File: config.mk
export PLATFORM = sky130hd
export DESIGN_NAME = tanh_rr_arbiter
export DESIGN_NICKNAME = d
export VERILOG_FILES = /design/src/rtl/rnn_fixed_pkg.sv /design/src/rtl/Tanh.sv /design/src/rtl/rr_picker.sv /design/src/rtl/tanh_rr_arbiter.sv
export SDC_FILE = /design/constraint.sdc
export NUM_CORES = 1
export LEC_CHECK = 0
export CORE_MARGIN = 2
export CORE_UTILIZATION = 25
export CTS_CLUSTER_DIAMETER = 150
export DETAILED_ROUTE_END_ITERATION = 8
export PLACE_DENSITY_LB_ADDON = 0.2
export SYNTH_ARGS = -nofsm -noshare
export SYNTH_HDL_FRONTEND = slang
export SYNTH_HIERARCHICAL = 1
export SYNTH_SLANG_ARGS = --single-unit
File: constraint.sdc
create_clock -name clk -period 11.8 [get_ports clk]
set_input_delay 2.36 -clock clk [delete_from_list [all_inputs] [get_ports clk]]
set_output_delay 2.36 -clock clk [all_outputs]
set_load 0.03 [all_outputs]
File: src/rtl/rnn_fixed_pkg.sv
// Fixed-point formats shared by the RNN datapath blocks.
// Operands are Q17.15 and activation outputs are Q1.15, both carried in DATA_W bits.
package rnn_fixed_pkg;

    localparam int DATA_W        = 32;
    localparam int FRAC_BITS_IN  = 15;
    localparam int FRAC_BITS_OUT = 15;
    localparam int ONE_Q15       = 32768;

endpackage

File: src/rtl/Tanh.sv
// Combinational tanh: Q17.15 operand in, Q1.15 result sign-extended to DATA_W.
// Odd-symmetric piecewise-linear curve on |x| built from shifts, saturating at 3.0.
module Tanh
    import rnn_fixed_pkg::*;
#(
    parameter int DATA_W = rnn_fixed_pkg::DATA_W
) (
    input  logic signed [DATA_W-1:0] x,
    output logic signed [DATA_W-1:0] y
);

    localparam logic [DATA_W-1:0] ONE_U   = DATA_W'(1 << FRAC_BITS_IN);
    localparam logic [DATA_W-1:0] TWO_U   = DATA_W'(2 << FRAC_BITS_IN);
    localparam logic [DATA_W-1:0] THREE_U = DATA_W'(3 << FRAC_BITS_IN);
    localparam logic [DATA_W-1:0] Y_AT_1  = DATA_W'((3 * ONE_Q15) / 4);
    localparam logic [DATA_W-1:0] Y_AT_2  = DATA_W'((15 * ONE_Q15) / 16);
    localparam logic [DATA_W-1:0] Y_MAX   = DATA_W'(ONE_Q15 - 1);

    function automatic logic [DATA_W-1:0] sat_q15(input logic [DATA_W-1:0] m);
        return (m > Y_MAX) ? Y_MAX : m;
    endfunction

    logic [DATA_W-1:0] mag;
    logic [DATA_W-1:0] d;
    logic [DATA_W-1:0] mag_y;

    // Segment slopes: 0.75 below 1.0, 0.1875 up to 2.0, 0.0625 up to 3.0.
    always_comb begin
        mag   = x[DATA_W-1] ? DATA_W'(-x) : DATA_W'(x);
        d     = '0;
        mag_y = '0;
        if (mag < ONE_U) begin
            mag_y = (mag >> 1) + (mag >> 2);
        end else if (mag < TWO_U) begin
            d     = mag - ONE_U;
            mag_y = Y_AT_1 + (d >> 3) + (d >> 4);
        end else if (mag < THREE_U) begin
            d     = mag - TWO_U;
            mag_y = Y_AT_2 + (d >> 4);
        end else begin
            mag_y = Y_MAX;
        end
        mag_y = sat_q15(mag_y);
        y     = x[DATA_W-1] ? -$signed(mag_y) : $signed(mag_y);
    end

endmodule

File: src/rtl/rr_picker.sv
// Combinational round-robin selector: first valid requester after ptr wins.
// Produces the one-hot grant and its encoded index.
module rr_picker #(
    parameter int N_REQ = 4,
    parameter int ID_W  = $clog2(N_REQ)
) (
    input  logic [N_REQ-1:0] req_valid,
    input  logic [ID_W-1:0]  ptr,
    output logic [N_REQ-1:0] grant,
    output logic [ID_W-1:0]  idx
);

    logic            found;
    logic [ID_W-1:0] cand;

    always_comb begin
        grant = '0;
        idx   = '0;
        found = 1'b0;
        cand  = '0;
        // ptr itself is visited last so the previous winner has lowest priority.
        for (int k = 1; k <= N_REQ; k++) begin
            cand = ID_W'((int'(ptr) + k) % N_REQ);
            if (!found && req_valid[cand]) begin
                found       = 1'b1;
                grant[cand] = 1'b1;
                idx         = cand;
            end
        end
    end

endmodule

File: src/rtl/tanh_rr_arbiter.sv
// Shares one Tanh unit between N_REQ requesters: round-robin grant, operand
// register, Tanh, output register with backpressure; results tagged with requester ID.
module tanh_rr_arbiter
    import rnn_fixed_pkg::*;
#(
    parameter int N_REQ  = 4,
    parameter int DATA_W = rnn_fixed_pkg::DATA_W,
    parameter int ID_W   = $clog2(N_REQ)
) (
    input  logic                    clk,
    input  logic                    rst_n,
    input  logic [N_REQ-1:0]        req_valid,
    input  logic [N_REQ*DATA_W-1:0] req_x,
    output logic [N_REQ-1:0]        req_ready,
    output logic                    rsp_valid,
    input  logic                    rsp_ready,
    output logic [DATA_W-1:0]       rsp_y,
    output logic [ID_W-1:0]         rsp_id,
    output logic                    busy
);

    logic                     adv;
    logic                     s1_free;
    logic                     xfer;
    logic [N_REQ-1:0]         grant;
    logic [ID_W-1:0]          win_idx;
    logic signed [DATA_W-1:0] win_x;
    logic [ID_W-1:0]          ptr;

    logic                     vld_p1;
    logic signed [DATA_W-1:0] x_p1;
    logic [ID_W-1:0]          id_p1;
    logic signed [DATA_W-1:0] y_p1;

    rr_picker #(
        .N_REQ (N_REQ),
        .ID_W  (ID_W)
    ) u_picker (
        .req_valid (req_valid),
        .ptr       (ptr),
        .grant     (grant),
        .idx       (win_idx)
    );

    always_comb begin
        win_x = '0;
        for (int i = 0; i < N_REQ; i++) begin
            if (grant[i]) begin
                win_x = req_x[i*DATA_W +: DATA_W];
            end
        end
    end

    assign adv       = !rsp_valid || rsp_ready;
    // rst_n gating keeps req_ready low for the whole reset window.
    assign s1_free   = rst_n && (!vld_p1 || adv);
    assign req_ready = s1_free ? grant : '0;
    assign xfer      = |(req_valid & req_ready);
    assign busy      = vld_p1 | rsp_valid;

    always_ff @(posedge clk or negedge rst_n) begin
        if (!rst_n) begin
            vld_p1    <= 1'b0;
            ptr       <= ID_W'(N_REQ - 1);
            rsp_valid <= 1'b0;
            rsp_y     <= '0;
            rsp_id    <= '0;
        end else begin
            if (s1_free) begin
                vld_p1 <= xfer;
            end
            if (xfer) begin
                ptr <= win_idx;
            end
            if (adv) begin
                rsp_valid <= vld_p1;
                if (vld_p1) begin
                    rsp_y  <= y_p1;
                    rsp_id <= id_p1;
                end
            end
        end
    end

    // S1 operand/ID: qualified by vld_p1, so no reset needed.
    always_ff @(posedge clk) begin
        if (xfer) begin
            x_p1  <= win_x;
            id_p1 <= win_idx;
        end
    end

    Tanh #(
        .DATA_W (DATA_W)
    ) u_tanh (
        .x (x_p1),
        .y (y_p1)
    );

endmodule

## After elaboration in Yosys (flattened, before gate mapping)

Cells that the tools add are included.

| word-level totals | value |
|---|---|
| flip-flop bits (word level) | 72 |
| input port bits | 135 |
| output and inout bits | 40 |
| word-level logic and storage cells | 91 |

| cells by class | value |
|---|---|
| $add $sub $neg | 12 |
| magnitude comparators | 12 |
| multiplexer cells | 38 |
| bitwise logic cells | 5 |
| reductions and logical operators | 17 |

Operators by type and width:

| cell | number |
|---|---|
| 32-bit 2-to-1 mux | 10 |
| 32-bit by 17-bit < comparator with 1-bit output, second input constant | 2 |
| 32-bit negation | 2 |
| 31-bit by 30-bit adder with 32-bit output | 1 |
| 32-bit by 28-bit adder with 32-bit output | 1 |
| 32-bit by 15-bit > comparator with 1-bit output, second input constant | 1 |
| 32-bit by 16-bit < comparator with 1-bit output, second input constant | 1 |
| 32-bit by 16-bit subtractor with 32-bit output, second input constant | 1 |
| 32-bit by 17-bit subtractor with 32-bit output, second input constant | 1 |
| 15-bit by 29-bit adder with 30-bit output, first input constant | 1 |
| 15-bit by 28-bit adder with 29-bit output, first input constant | 1 |
| 4-bit 2-to-1 mux | 5 |
| 2-bit by 3-bit < comparator with 1-bit output, second input constant | 4 |
| 4-bit bitwise OR | 3 |
| 1-bit 2-to-1 mux | 11 |
| 1-bit binary-select mux with 2-bit select | 4 |
| 1-bit demux with 2-bit select | 4 |
| 2-bit by 1-bit greater-or-equal comparator with 1-bit output, second input constant | 4 |
| 1-bit logical AND | 8 |
| 2-bit 2-to-1 mux | 4 |
| 1-bit zero test | 5 |
| 2-bit by 1-bit adder with 2-bit output, second input constant | 2 |
| 2-bit adder, second input constant | 2 |
| 4-bit bitwise AND | 1 |
| other kinds (4) | 5 |

## Logic depth before layout (Yosys ltp)

Gate-level depths: netlist of the first run.

| depth | value |
|---|---|
| word-level depth | 17 |
| depth in mapped cells | 37 |
| gate-level depth less buffers | 35 |

## Modules after synthesis

The synthesis of the first run kept the hierarchy.

Modules (own cells, without submodules):

| module | times used | cells each | area an instance (um^2) |
|---|---|---|---|
| Tanh | 1 | 1037 | 7103.1 |
| tanh_rr_arbiter | 1 | 280 | 3632.2 |
| rr_picker | 1 | 59 | 490.5 |

## Worst setup path before layout of the first run

OpenSTA, ideal clock, no wires.

| path | value |
|---|---|
| path type | register to register |
| start point | register x_p1[5] |
| end point | register rsp_y[14] |
| library setup time | 125 ps |
| arrival time | 8063 ps |
| path slack | 3613 ps |
| stages on the path, launching flop included | 35 |
| buffers on the path | 3 |
| period minus slack after synthesis | 8187 ps |
| cells stage by stage | edfxtp_1 > or4_1 > buf_2 > o41ai_2 > xnor2_1 > inv_1 > ha_1 > o21a_1 > clkbuf_1 > nor2_1 > xnor2_1 > ha_1 > ha_1 > clkbuf_1 > and4_1 > o2bb2ai_1 > a31o_2 > o31ai_1 > o21ai_0 > and3_1 > o21ai_0 > nor2_1 > or3_1 > a21oi_1 > o2111ai_1 > nor3_1 > nor3b_1 > ha_1 > nand3b_2 > or4_4 > nor2_2 > nor3_1 > a41oi_1 > o22ai_1 > mux2_2 |

| between the ends | value |
|---|---|
| word-level cells in the longest chain between the ends | 11 |
| elaborated cells between the ends (all ways) | 18 |
| those cells by class | add/sub: 8; order compare: 4; mux: 6 |

Ends and longest elaborated chain:

| element | line | source |
|---|---|---|
| start, declared | tanh_rr_arbiter.sv:31 | `logic signed [DATA_W-1:0] x_p1;` |
| start signal, assigned | tanh_rr_arbiter.sv:88 | `x_p1 <= win_x;` |
| 32-bit negation | Tanh.sv:29 | `mag = x[DATA_W-1] ? DATA_W'(-x) : DATA_W'(x);` |
| 32-bit 2-to-1 mux * | Tanh.sv:29 |  |
| 32-bit by 16-bit subtractor with 32-bit output or 32-bit by 17-bit subtractor with 32-bit output (tied branches) | Tanh.sv:35, Tanh.sv:38 |  |
| 15-bit by 29-bit adder with 30-bit output or 15-bit by 28-bit adder with 29-bit output (tied branches) | Tanh.sv:36, Tanh.sv:39 |  |
| 32-bit by 28-bit adder with 32-bit output or 32-bit 2-to-1 mux (tied branches) | Tanh.sv:36, Tanh.sv:37 |  |
| 32-bit 2-to-1 mux | Tanh.sv:34 | `end else if (mag < TWO_U) begin` |
| 32-bit 2-to-1 mux * | Tanh.sv:32 | `if (mag < ONE_U) begin` |
| 32-bit by 15-bit > comparator with 1-bit output | Tanh.sv:20 | `return (m > Y_MAX) ? Y_MAX : m;` |
| 32-bit 2-to-1 mux * | Tanh.sv:20 |  |
| 32-bit negation | Tanh.sv:44 | `y = x[DATA_W-1] ? -$signed(mag_y) : $signed(mag_y);` |
| 32-bit 2-to-1 mux * | Tanh.sv:44 |  |
| via y_p1[14] | tanh_rr_arbiter.sv:33 | `logic signed [DATA_W-1:0] y_p1;` |
| end signal, assigned | tanh_rr_arbiter.sv:78 | `rsp_y <= y_p1;` |
| end, declared | tanh_rr_arbiter.sv:17 | `output logic [DATA_W-1:0] rsp_y,` |

Mark *: on every way through the listed nets, which the timed path passes. The rest lies on a longest branch.
A chain may end at the register's enable or synchronous reset.

## Worst setup path in the final report of the first run

| path | value |
|---|---|
| start point | register x_p1[7] |
| end point | register rsp_y[14] |

Same word-level chain as after synthesis.

==> metrics, run 1 <==
cell with the most instances on the worst path ha_1; TritonCTS buffer count 9; Avg WL per Cell 18.3 um; final setup TNS 0 ns; Seq/Total Area, Yosys 0.176; core area roughly 44000 um2; Post-CTS Setup Bufs 0; Netlist cell types 112; Synth Flop Type dfrtp_1; crit start category flop; FF-to-FF setup slack 2.22 ns; Slew Limit Fails 0; synth cell count leaders nand2_1, ha_1, nor2_1, a21oi_1, xnor2_1; Core Rows 77; Clock Path Buffers 2; final setup fails 0; Hold Path Class flop to flop; post-synth top area share 0.0981; critical path type flop to flop; Synth-to-Final Area Change 22.8%; slew of the pin with the lowest slew margin 1.12 ns; max incr delay on CP 0.59 ns; multi-input logic area 8630 um2; Post-synth EDFFs 34; first-pass GRT wire length 60600 um; CTS resizes 0; DRC violations left 0; Async SR Flop Fraction 0.528; Clock Sinks 72; min Tclk post-route 9.58 ns; leading area contributor after synthesis ha_1; die height 216 um; fillcell total ~4800; global placement routability congestion about 0.97; Ports 175; hold buffers post-CTS 0; H-tree Lvls 3; die area 46600 um2; Reg area between 1500 and 2000 um2; RSZ-0062 raised after global routing no; CP endpoint kind flop; GRT overflow 0; Area after DPL 13400 um2; fin util 0.311; Final Cell Area 13800 um2; Port Buffer Count 174; period utilization 0.812; Worst Path Required between 10 and 15 ns; Pre-antenna DRT Iters 5; starting density of the core 0.253; Clock Latency Late Sink 0.36 ns; worst endpoint data arrival time 9.82 ns; top post-synthesis cells by area ha_1, edfxtp_1, dfrtp_1, xnor2_1, nand2_1; Mapped Area 11200 um2; DR iter-0 viols 723; hpwl dp 31300 um; synth warn 6; Yosys reg bits 72; initial antenna violation count 0; relative slew slack 0.246; Vias 11100; status finished, final reports clean; largest net degree at the start of global routing 67; most frequent cell after synthesis nand2_1; total track usage 0.163; vias in the first global route between 10000 and 15000; die width 216 um; Post-DRT Antenna Nets 0; final wirelength slightly below 40000 um; Mapped Cells 1376; Final Skew 0.0130 ns; Net Count, Synth approximately 1600; CTS tree built; final hold violation count 0; Root Driver clkbuf_16; diode count 0; max frequency about 100 MHz; nets@finish 1743; Slowest-stage cell, CP or4_4; routed vias/inst 5.30; Synth Area per Inst 8.16 um2; Worst-path clk slew 0.06 ns; layout cells sized above 1 0.0972; Max-cap violations 0; CP Max Fanout 13
-- layout make-up --
| class | count | area share |
|---|---|---|
| Clock inverter | 5 | 0.00626 |
| Inverter | 59 | 0.0161 |
| Sequential cell | 72 | 0.143 |
| Clock buffer | 11 | 0.0184 |
| Multi-Input combinational cell | 1173 | 0.626 |
| Tap cell | 592 | 0.0537 |
| Timing Repair Buffer | 192 | 0.136 |
-- logic make-up after synthesis --
group                    count (synthesis)  share of synthesized area
multiplexers                            53                     0.0549
flip-flops                              72                      0.176
XOR/XNOR                               106                     0.0827
AND/OR/NAND/NOR                        484                      0.232
adder cells (fa/ha/maj)                101                      0.121
buffers and inverters                  131                     0.0558
AO/OA/AOI/OAI                          429                      0.278
-- placed cells by master, fill, tap and decap left out, types with 20 or more instances in the layout --
master	netlist	final
a21oi_1	78	78
a221oi_1	27	27
a31oi_1	20	20
clkdlybuf4s50_1	0	173
dfrtp_1	36	36
edfxtp_1	34	34
ha_1	88	88
inv_1	57	57
mux2_2	39	39
nand2_1	124	124
nand3_1	31	31
nor2_1	81	81
nor2b_1	37	37
nor3_1	42	42
o21ai_0	64	64
o31ai_1	55	55
or3_1	20	20
xnor2_1	68	68
xor2_1	38	38
-- stage by stage --
step | std cells | hold slack [ns] | worst slack [ns]
2_1_floorplan | 1376 | 0.455 | 3.61
3_3_place_gp | 2088 | 0.466 | 2.52
3_5_place_dp | 2088 | 0.493 | 2.35
4_1_cts | 2104 | 0.497 | 2.29
5_1_grt | 2104 | 0.517 | 1.26
6_report | 2104 | 0.488 | 2.22
-- state kept, by name, indices dropped and copies added (netlist names) --
signal and count:
id_p1 2, rsp_y 32, vld_p1 1, rsp_valid 1, ptr 2, x_p1 32
rsp_id 2
-- final timing paths --
check | startpoint | depth (start not counted) | to
max | x_p1[7]$_DFFE_PP_ | 31 | rsp_y[14]$_DFFE_PN0P_
min | id_p1[1]$_DFFE_PP_ | 1 | rsp_id[1]$_DFFE_PN0P_
max reg2reg | x_p1[7]$_DFFE_PP_ | 31 | rsp_y[14]$_DFFE_PN0P_
min reg2reg | id_p1[1]$_DFFE_PP_ | 1 | rsp_id[1]$_DFFE_PN0P_
max in group asynchronous | rst_n | 2 | ptr[0]$_DFFE_PN1P_
min in group asynchronous | rst_n | 2 | rsp_y[11]$_DFFE_PN0P_
-- critical path: cells and delay by family, from the launching register on --
kind            cells  cell delay, ns
compound gates     11            2.77
xor+xnor            2            0.81
fa+ha+maj           4            1.21
flops               1            0.44
mux                 1            0.28
simple gates       13            3.93
-- layer usage --
layer | routed length (um) | vias up | global-route usage
met5 | 0 | - | 0
met4 | 1310 | 0 | 0.0600
met3 | 2040 | 49 | 0.0264
met2 | 17700 | 338 | 0.270
met1 | 17600 | 5298 | 0.214
li1 | - | 5462 | -
Power of run 1 is not shown: default switching activity piles up to over one toggle a cycle in this logic, so the estimate is an artifact.
==> run 2, diff against run 1 <==
clock period = 8.9 ns   (was 11.8 ns; I/O delays follow)
==> run 2 against run 1 <==
Net effect: clock skew fell by 0.00081 ns; routed wire length rose by 3.2%; register-to-register slack got worse by 1.6 ns; hold slack got worse by 0.0099 ns.
==> metrics, run 2 (synthesized netlist as in run 1, its figures left out) <==
max incr delay on CP 0.72 ns; die width 216 um; nets@finish 1771; Core Rows 77; final wirelength 39800 um; Pre-antenna DRT Iters 5; die height 216 um; Worst-path clk slew 0.06 ns; fillcell total 4768; starting density of the core 0.253; Slowest-stage cell, CP a2111oi_0; Port Buffer Count 174; CTS tree built; GRT overflow 0; Clock Path Buffers 2; Vias between 10000 and 15000; status finished, final reports clean; first-pass GRT wire length 62500 um; multi-input logic area 8680 um2; period utilization 0.932; hold buffers post-CTS 0; Max-cap violations 0; Reg area 1970 um2; H-tree Lvls 3; vias in the first global route ~11000; critical path type flop to flop; Avg WL per Cell 18.7 um; total track usage 0.169; commonest non-fill, non-tap cell in the layout clkdlybuf4s50_1; commonest cells after routing, fill and taps aside clkdlybuf4s50_1, nand2_1, ha_1, nor2_1, a21oi_1; layout cells sized above 1 0.118; CP Max Fanout 7; Ports 175; biggest regs rsp_y: 32 flops, x_p1: 32 flops; CP endpoint kind flop; RSZ-0062 raised after global routing no; Synth-to-Final Area Change 24.7%; cell with the most instances on the worst path ha_1; Clock Latency Late Sink 0.35 ns; die area 46600 um2; max frequency 121 MHz; Root Driver clkbuf_16; Worst Path Required just over 9 ns; DR iter-0 viols roughly 750; slew of the pin with the lowest slew margin 1.14 ns; hpwl dp roughly 32000 um; Post-DRT Antenna Nets 0; worst endpoint data arrival time 8.59 ns; min Tclk post-route 8.30 ns; final setup fails 0; Clock Sinks 72; Slew Limit Fails 0; Final Skew 0.0122 ns; crit start category flop; global placement routability congestion 0.967; core area 44300 um2; final hold violation count 0; TritonCTS buffer count 9; largest net degree at the start of global routing 67; DRC violations left 0; Hold Path Class flop to flop; final setup TNS 0 ns; routed vias/inst 5.28; initial antenna violation count 0; relative slew slack 0.232
run 2: changes by cell type in the layout (fill, tap and decap cells not counted), moves of 2 or more:
cell,before,now
bufinv_16,2,0
xnor2_2,0,2
xnor2_1,68,66
buf_4,18,46
run 2: worst paths after layout:
path / from / end / slack (ns) / cells past startpoint
hold / removal: id_p1[1]$_DFFE_PP_ / rsp_id[1]$_DFFE_PN0P_ / 0.48 / 1
max in group asynchronous: rst_n / ptr[1]$_DFFE_PN1P_ / 7.02 / 2
setup / recovery: x_p1[7]$_DFFE_PP_ / rsp_y[14]$_DFFE_PN0P_ / 0.60 / 31
min in group asynchronous: rst_n / rsp_y[13]$_DFFE_PN0P_ / 1.49 / 2
setup reg to reg: x_p1[7]$_DFFE_PP_ / rsp_y[14]$_DFFE_PN0P_ / 0.60 / 31
hold reg to reg: id_p1[1]$_DFFE_PP_ / rsp_id[1]$_DFFE_PN0P_ / 0.48 / 1
run 2: per-layer routing:
metal / up-vias / part of all wire / GRT usage / routed length [um]
li1: 5523 / - / - / -
met1: 5293 / 0.45 / 0.219 / 17800
met2: 370 / 0.44 / 0.263 / 17400
met3: 77 / 0.057 / 0.0283 / 2280
met4: 0 / 0.061 / 0.0993 / 2430
met5: - / 0 / 0 / 0
run 2: what timing repair did:
| item | CTS | global route |
|---|---|---|
| endpoints found under the setup margin | 0 | 12 |
| resized for setup | 0 | 8 |
| buffers inserted | 0 | 6 |
run 2: final cells by class:
cell class | instances | area share
well taps | 592 | 0.0529
clock inverters | 5 | 0.00268
multi-input cells | 1173 | 0.620
flip-flops and latches | 72 | 0.141
repair buffers | 220 | 0.149
clock buffers | 11 | 0.0182
inverters | 59 | 0.0158
diodes | 1 | 0.000179
run 2: per-stage QoR:
stage / instance area, um2 / hold slack (ns) / setup WS [ns] / utilization / cells
5_1_grt: 14000 / 0.508 / 0.0702 / 0.316 / 2132
3_5_place_dp: 13600 / 0.465 / 0.152 / 0.307 / 2110
3_3_place_gp: 13600 / 0.462 / 0.401 / 0.307 / 2110
6_report: 14000 / 0.478 / 0.604 / 0.316 / 2133
4_1_cts: 13900 / 0.481 / 0.0956 / 0.314 / 2126
2_1_floorplan: 11200 / 0.455 / 0.713 / - / 1376
run 2: critical path, delay by kind of cell (launching register included):
kind | cells | cell delay [ns]
and+or+nand+nor | 12 | 3.49
AOI/OAI and AO/OA | 10 | 2.24
adders and majority gates | 4 | 1.09
xor gates and xnor gates | 2 | 0.52
DFF | 1 | 0.45
buffers and inverters | 2 | 0.30
muxes | 1 | 0.17
Power of run 2 is left out for the same reason.
==> run 3, diff against run 2 <==
CTS_BUF_LIST = sky130_fd_sc_hd__clkbuf_4   (was not set)
==> run 3 against run 2 <==
Net effect: non-clock buffer count is the same; final area shrank 1.0%; die area is the same.
==> metrics, run 3 (synthesized netlist as in run 1, its figures left out) <==
cell with the most instances on the worst path ha_1; nets@finish roughly 1800; Avg WL per Cell 18.7 um; final hold violation count 0; setup ws final ~0.61 ns; Port Buffer Count 174; die width 216 um; Max-cap violations 0; commonest cells after routing, fill and taps aside clkdlybuf4s50_1, nand2_1, ha_1, nor2_1, a21oi_1; fillcell total 4789; vias in the first global route 11100; CTS tree built; global placement routability congestion 0.967; Clock Latency Late Sink around 0.47 ns; layout cells sized above 1 0.119; cell family with most CP delay simple AND/OR/NAND/NOR gates; CP endpoint kind flop; max incr delay on CP approximately 0.7 ns; total track usage 0.168; period utilization 0.932; biggest regs rsp_y: 32 flops, x_p1: 32 flops; CP Max Fanout 7; slew of the pin with the lowest slew margin about 1.2 ns; DRC violations left 0; final setup fails 0; Pre-antenna DRT Iters 5; Post-DRT Antenna Nets 0; CP bufs+invs 2; status finished, final reports clean; hpwl dp 32200 um; Clock Sinks 72; first-pass GRT wire length 62500 um; Core Rows 77; final wirelength 39900 um; max frequency between 100 and 150 MHz; Ports 175; die area 46600 um2; largest net degree at the start of global routing 67; die height 216 um; Final Skew 0.0336 ns; RSZ-0062 raised after global routing no; commonest non-fill, non-tap cell in the layout clkdlybuf4s50_1; dpl ws 0.152 ns; TritonCTS buffer count 9; worst endpoint data arrival time 8.71 ns; Synth-to-Final Area Change 23.4%; Slew Limit Fails 0; critical path type flop to flop; Final Cell Area ~14000 um2; GRT overflow 0; core area about 44000 um2; initial antenna violation count 1; DR iter-0 viols 728; Worst Path Required 9.32 ns; H-tree Lvls 3; Root Driver clkbuf_4; Vias between 10000 and 15000; Hold Path Class flop to flop; crit start category flop; relative slew slack 0.225; Clock Path Buffers 2; multi-input logic area between 8000 and 9000 um2; final setup TNS 0 ns; hold buffers post-CTS 0; Area after DPL roughly 14000 um2; Reg area 1970 um2; routed vias/inst roughly 5.3; Slowest-stage cell, CP a2111oi_0; starting density of the core 0.253; Worst-path clk slew 0.14 ns; fin util 0.312; min Tclk post-route 8.29 ns
## run 3: per-layer routing
layer / vias up / track usage / share of wire
met4: 0 / 0.0986 / 0.060
met1: 5337 / 0.218 / 0.45
met5: - / 0 / 0
li1: 5524 / - / -
met2: 366 / 0.264 / 0.44
met3: 73 / 0.0279 / 0.054
## run 3: area by class of cell
class,count,area share
clock inverter,6,0.00488
multi-input combinational,1173,0.627
tap,592,0.0535
antenna,2,0.000361
inverter,59,0.0160
timing repair buffer,220,0.150
clock buffer,10,0.00542
sequential,72,0.143
## run 3: final timing paths
path / startpoint / endpoint / slack [ns] / depth (start not counted)
max in group asynchronous: rst_n / rsp_y[5]$_DFFE_PN0P_ / 7.15 / 2
worst min register to register: id_p1[0]$_DFFE_PP_ / rsp_id[0]$_DFFE_PN0P_ / 0.50 / 1
min in group asynchronous: rst_n / rsp_y[13]$_DFFE_PN0P_ / 1.35 / 2
worst max-delay path: x_p1[7]$_DFFE_PP_ / rsp_y[14]$_DFFE_PN0P_ / 0.61 / 31
worst min-delay path: id_p1[0]$_DFFE_PP_ / rsp_id[0]$_DFFE_PN0P_ / 0.50 / 1
worst max register to register: x_p1[7]$_DFFE_PP_ / rsp_y[14]$_DFFE_PN0P_ / 0.61 / 31
## run 3: through the flow
| stage | hold WS [ns] | cells |
|---|---|---|
| 2_1_floorplan | 0.455 | 1376 |
| 3_3_place_gp | 0.462 | 2110 |
| 3_5_place_dp | 0.465 | 2110 |
| 4_1_cts | 0.499 | 2126 |
| 5_1_grt | 0.528 | 2133 |
| 6_report | 0.496 | 2134 |
## run 3: what timing repair did
action	4_1_cts	5_1_grt
setup buffers	0	6
resized for setup	0	8
endpoints found under the setup margin	0	12
## run 3: worst reg2reg max path: cells and delay by family, from the launching register on
kind | cells | cell delay (ns)
AND/OR/NAND/NOR | 12 | 3.49
AO/OA/AOI/OAI | 10 | 2.25
adder cells (fa/ha/maj) | 4 | 1.08
XOR/XNOR | 2 | 0.51
flip-flops | 1 | 0.47
buffers and inverters | 2 | 0.30
multiplexers | 1 | 0.17
Power of run 3 is left out for the same reason.
